**src/rtl/kb_event_ctrl.sv**
```systemverilog
// kb_event_ctrl: PS/2 Set-2 prefix parser, held-key tracker for two
// players, and a small FWFT FIFO of new key-press events.
module kb_event_ctrl #(
  parameter int FIFO_AW = 2
) (
  input  logic       clk,
  input  logic       reset,
  input  logic       rx_done_tick,
  input  logic [7:0] rx_data,
  input  logic       rd_en,
  output logic [7:0] key_code,
  output logic       key_ext,
  output logic       fifo_empty,
  output logic       fifo_full,
  output logic       overflow,
  output logic [7:0] p1_keys,
  output logic [7:0] p2_keys,
  output logic       any_key
);

  localparam int N = 2 ** FIFO_AW;
  localparam logic [FIFO_AW:0] DEPTH = {1'b1, {FIFO_AW{1'b0}}};

  typedef enum logic [2:0] {
    IDLE, EXT, BRK, EXT_BRK, SKIP
  } state_t;

  state_t             state;
  logic [2:0]         skip;
  logic               mk, brk, ext;
  logic [15:0]        hit, held;
  logic [8:0]         mem [N];
  logic [FIFO_AW-1:0] rptr, wptr;
  logic [FIFO_AW:0]   cnt;
  logic               wr_req, wr_ok, rd_ok;

  // classify the incoming byte as make/break from the current prefix state
  always_comb begin
    mk  = 1'b0;
    brk = 1'b0;
    ext = 1'b0;
    if (rx_done_tick) begin
      case (state)
        IDLE: mk = !(rx_data inside
                 {8'hE0, 8'hF0, 8'hE1, 8'hAA, 8'hFA});
        EXT: begin
          mk  = (rx_data != 8'hF0);
          ext = 1'b1;
        end
        BRK: brk = 1'b1;
        EXT_BRK: begin
          brk = 1'b1;
          ext = 1'b1;
        end
        default: ;
      endcase
    end
  end

  // map {ext, code} onto the 16 tracked key positions
  always_comb begin
    hit = '0;
    case ({ext, rx_data})
      9'h01D: hit[0]  = 1'b1;
      9'h01C: hit[1]  = 1'b1;
      9'h01B: hit[2]  = 1'b1;
      9'h023: hit[3]  = 1'b1;
      9'h03B: hit[4]  = 1'b1;
      9'h042: hit[5]  = 1'b1;
      9'h04B: hit[6]  = 1'b1;
      9'h03C: hit[7]  = 1'b1;
      9'h175: hit[8]  = 1'b1;
      9'h16B: hit[9]  = 1'b1;
      9'h172: hit[10] = 1'b1;
      9'h174: hit[11] = 1'b1;
      9'h069: hit[12] = 1'b1;
      9'h072: hit[13] = 1'b1;
      9'h07A: hit[14] = 1'b1;
      9'h06B: hit[15] = 1'b1;
      default: ;
    endcase
  end

  // typematic repeats of an already-held key are not queued
  assign wr_req = mk && ((hit & held) == 16'h0);
  assign rd_ok  = rd_en && (cnt != '0);
  assign wr_ok  = wr_req && ((cnt != DEPTH) || rd_en);

  // prefix state machine and pause-sequence skip counter
  always_ff @(posedge clk or posedge reset) begin
    if (reset) begin
      state <= IDLE;
      skip  <= 3'd0;
    end else if (rx_done_tick) begin
      case (state)
        IDLE: begin
          if (rx_data == 8'hE0) state <= EXT;
          else if (rx_data == 8'hF0) state <= BRK;
          else if (rx_data == 8'hE1) begin
            state <= SKIP;
            skip  <= 3'd7;
          end
        end
        EXT: state <= (rx_data == 8'hF0) ? EXT_BRK : IDLE;
        SKIP: begin
          skip <= skip - 3'd1;
          if (skip <= 3'd1) state <= IDLE;
        end
        default: state <= IDLE;
      endcase
    end
  end

  // held-key bitmask
  always_ff @(posedge clk or posedge reset) begin
    if (reset) held <= '0;
    else if (mk) held <= held | hit;
    else if (brk) held <= held & ~hit;
  end

  // event FIFO storage, pointers and occupancy
  always_ff @(posedge clk or posedge reset) begin
    if (reset) begin
      for (int i = 0; i < N; i++) mem[i] <= '0;
      rptr <= '0;
      wptr <= '0;
      cnt  <= '0;
    end else begin
      if (wr_ok) begin
        mem[wptr] <= {ext, rx_data};
        wptr      <= wptr + FIFO_AW'(1);
      end
      if (rd_ok) rptr <= rptr + FIFO_AW'(1);
      case ({wr_ok, rd_ok})
        2'b10:   cnt <= cnt + 1'b1;
        2'b01:   cnt <= cnt - 1'b1;
        default: ;
      endcase
    end
  end

  // sticky flag for dropped press events
  always_ff @(posedge clk or posedge reset) begin
    if (reset) overflow <= 1'b0;
    else if (wr_req && !wr_ok) overflow <= 1'b1;
  end

  assign {key_ext, key_code} = mem[rptr];
  assign fifo_empty = (cnt == '0);
  assign fifo_full  = (cnt == DEPTH);
  assign p1_keys    = held[7:0];
  assign p2_keys    = held[15:8];
  assign any_key    = |held;

endmodule

```
**config.mk**
```make
export PLATFORM = sky130hd
export DESIGN_NAME = kb_event_ctrl
export DESIGN_NICKNAME = d
export VERILOG_FILES = /design/src/rtl/kb_event_ctrl.sv
export SDC_FILE = /design/constraint.sdc
export NUM_CORES = 1
export LEC_CHECK = 0
export BUFFER_PORTS_ARGS = -buffer_cell sky130_fd_sc_hd__buf_2
export CAP_MARGIN = 25
export CORE_MARGIN = 2
export CORE_UTILIZATION = 63
export CTS_CLUSTER_SIZE = 40
export DETAILED_ROUTE_END_ITERATION = 8
export PLACE_DENSITY = 0.93
export SETUP_SLACK_MARGIN = 0.3
export SKIP_LAST_GASP = 1
export SYNTH_ARGS = -nofsm -noshare
export SYNTH_HDL_FRONTEND = slang
export SYNTH_SLANG_ARGS = --single-unit
```
**constraint.sdc**
```tcl
create_clock -name clk -period 6.45 [get_ports clk]
set_input_delay 0.645 -clock clk [delete_from_list [all_inputs] [get_ports clk]]
set_output_delay 0.645 -clock clk [all_outputs]
set_load 0.02 [all_outputs]
```
==> impl_metrics.env <==
export IMPL_core_um2=5540
export IMPL_cts_path_max_buffers=2
export IMPL_netlist_top_cells_area="dfrtp_1 45%, mux2_2 14%, mux4_2 5.6%"
export IMPL_worst_clock_skew_ns=0.00623
export IMPL_synth_edf_count=0
export IMPL_die_w_um=80.1
export IMPL_syn_nets=336
export IMPL_slowest_delay_ns=0.78
export IMPL_pre_cts_ws_ns=2.57
export IMPL_postCtsSetupRepairBufs=0
export IMPL_ant_nets=0
export IMPL_grt_usage_pct=29.5
export IMPL_final_area_um2=4040
export IMPL_utilization_pct=72.9
export IMPL_cts_tree="yes"
export IMPL_status="completed"
export IMPL_ir_drop_v=0.000259
export IMPL_gp_congestion=0.889
export IMPL_drv_slew=0
export IMPL_post_cts_resized=0
export IMPL_drv_cap=0
export IMPL_synth_ff_type="dfrtp_1"
export IMPL_start_util_pct=65.8
export IMPL_rsz0062_at_grt="false"
export IMPL_cts_hold_buf=0
export IMPL_clkLatencyLatePin_ns=0.34
export IMPL_finalCriticalPeriod_ns=3.60
export IMPL_cts_max_level=3
export IMPL_drive_above_1_share_pct=34.6
export IMPL_vias=2805
export IMPL_grt_max_degree=67
export IMPL_path_cells="buf_2 -> and4bb_2 -> nand4b_1 -> nand4_1 -> nor2_1 -> nand3_1 -> ha_1 -> inv_1 -> fa_1 -> xor2_1 -> nor2_1 -> xor2_1"
export IMPL_cts_buffers=9
export IMPL_final_common_cell="dfrtp_1"
export IMPL_synth_largest_area_cell="dfrtp_1"
export IMPL_hold_class="register to register"
export IMPL_worstHoldEndpoint="overflow"
export IMPL_fillers=376
export IMPL_grt_use_met3_pct=4.49
export IMPL_placed_area_um2=3850
export IMPL_area_growth_pct=10.9
export IMPL_syn_area_um2=3640
export IMPL_crit_path_top_delay_cell="nor2_1"
export IMPL_grt_pass1_wl_um=14000
export IMPL_p_total_mw=1.59
export IMPL_io_buffers=40
export IMPL_die_h_um=80.1
export IMPL_arrival_ns=3.82
export IMPL_p_per_area_nw_per_um2=393
export IMPL_setup_violations=0
export IMPL_drt_initial_drc_count=398
export IMPL_fin_crit_sh_pct=55.8
export IMPL_seqPwrFrac_pct=42.1
export IMPL_intPower_mw=1.04
export IMPL_final_nets=369
export IMPL_ys_seq_area_share_pct=45.3
export IMPL_cts_sinks=66
export IMPL_rr_worst_depth=11
export IMPL_path_clk_slew_ns=0.07
export IMPL_netlist_area_leader_share_pct=45.3
export IMPL_sw_frac_of_total_pct=34.7
export IMPL_leakage_nw=1.80
export IMPL_synth_seq_cells=66
export IMPL_tightest_slew_ns=0.823
export IMPL_ioPinCount=41
export IMPL_drc=0
export IMPL_final_cell_mix="66 x dfrtp_1, 46 x mux2_2, 41 x buf_2"
export IMPL_hpwlAfterDp_um=5620
export IMPL_synthArstFlopShare_pct=100
export IMPL_antenna_found_initial=0
export IMPL_fmax_mhz=278
export IMPL_wl_um=8630
export IMPL_die_area_um2=6410
export IMPL_path_class="input port to register"
export IMPL_root_buffer="clkbuf_8"
export IMPL_overflow=0
export IMPL_avgSynthCellArea_um2=11.5
export IMPL_n_antenna_cell=0
export IMPL_grt_pass1_vias=2741
export IMPL_p_clk_share_pct=21.5
export IMPL_first_pass_iters=6
export IMPL_max_slew_margin_pct=45.1
export IMPL_start_kind="input port"
export IMPL_timing_rr_end="cnt[2]"
export IMPL_grtUsageMet2_pct=47.9
export IMPL_hold_viol_final=0
export IMPL_rrSetupSlack_ns=2.90
export IMPL_hold_path_startpoint="overflow"
export IMPL_worst_slack_ns=2.85
export IMPL_end_kind="register"
export IMPL_ys_warn_count=0
export IMPL_pwr_share_comb_pct=36.3
export IMPL_grtUsageMet1_pct=39.2
export IMPL_wl_per_cell_um=20.3
export IMPL_reg2reg_from="state[2]"
export IMPL_synth_distinct_cells=48
export IMPL_fin_setup_tns_ns=0
export IMPL_worstHoldPathCells=1
export IMPL_vias_per_cell=6.60
export IMPL_postSynthCellCount=316
export IMPL_netSwitchingPower_mw=0.549
export IMPL_top_usage_layer="met2"
export IMPL_path_max_fanout=15
export IMPL_row_count=27
export IMPL_worstPathRequired_ns=6.67
## area by class of cell
type / count / area, µm² / area share, %
Timing Repair Buffer: 42 / 213 / 5.27
Tap cell: 72 / 90.1 / 2.23
Clock inverter: 3 / 40.0 / 0.991
Sequential cell: 66 / 1650 / 40.9
Multi-Input combinational cell: 215 / 1840 / 45.6
Clock buffer: 12 / 145 / 3.59
Inverter: 15 / 56.3 / 1.39
## layer usage
layer,part of all wire (%),up-vias
met5,0,-
met2,51,167
met3,7.9,31
li1,-,1221
met4,2.1,0
met1,39,1386
## logic make-up (layout without fill, tap and decap cells)
logic type | Yosys count | count (layout) | synth area share [%]
DFF | 66 | 66 | 45.3
muxes | 59 | 59 | 20.9
xor gates and xnor gates | 7 | 7 | 1.68
AOI/OAI and AO/OA | 32 | 32 | 5.70
adders and majority gates | 8 | 8 | 2.95
buffers and inverters | 35 | 72 | 4.09
and+or+nand+nor | 109 | 109 | 19.4
## synth_stat cells (3+ instances only)
cell and number:
dfrtp_1 66, nor2b_1 7, a21oi_1 4, mux2i_1 4, and4b_1 3, nand2_1 18, nand4b_1 3, nor2_1 17
nor3_1 9, nor4_1 5, and3b_1 3, o21ai_0 16, xor2_1 3, buf_2 11, o22ai_1 3, xnor2_1 4
mux4_2 9, ha_1 7, nand4_4 4, nand3_1 11, clkbuf_1 7, nand4_1 12, inv_1 15, mux2_2 46
## worst max-delay path: cells and delay by family
family / cells / cell delay [ns]
and+or+nand+nor: 6 / 2.05
adders and majority gates: 2 / 0.49
buffers and inverters: 2 / 0.30
xor gates and xnor gates: 2 / 0.32
## through the flow
| stage | hold WS [ns] | instances |
|---|---|---|
| final | 0.471 | 425 |
| after global routing | 0.492 | 425 |
| after CTS | 0.475 | 425 |
| after detailed placement | 0.459 | 410 |
| after global placement | 0.457 | 409 |
| after floorplan | 0.456 | 316 |
## power groups by stage
stage | Sequential, mW | Combinational [mW] | Clock [mW]
after detailed placement | 0.674 | 0.580 | 0
after global routing | 0.688 | 0.620 | 0.358
after CTS | 0.668 | 0.583 | 0.342
final | 0.668 | 0.576 | 0.342
after global placement | 0.656 | 0.553 | 0
after floorplan | 0.623 | 0.463 | 0
## how the worst max path moves through the flow
stage | startpoint | slack, ns | cells after the start | endpoint
floorplan | rx_data[5] | 3.38 | 13 | cnt[2]
global placement | rx_data[3] | 2.80 | 12 | cnt[2]
detailed placement | rx_data[3] | 2.57 | 12 | cnt[2]
CTS | rx_data[3] | 2.94 | 12 | cnt[2]
global route | rx_data[3] | 2.68 | 10 | cnt[1]
finish | rx_data[3] | 2.85 | 12 | cnt[2]
Note: power is estimated with default switching activity, not from simulation.
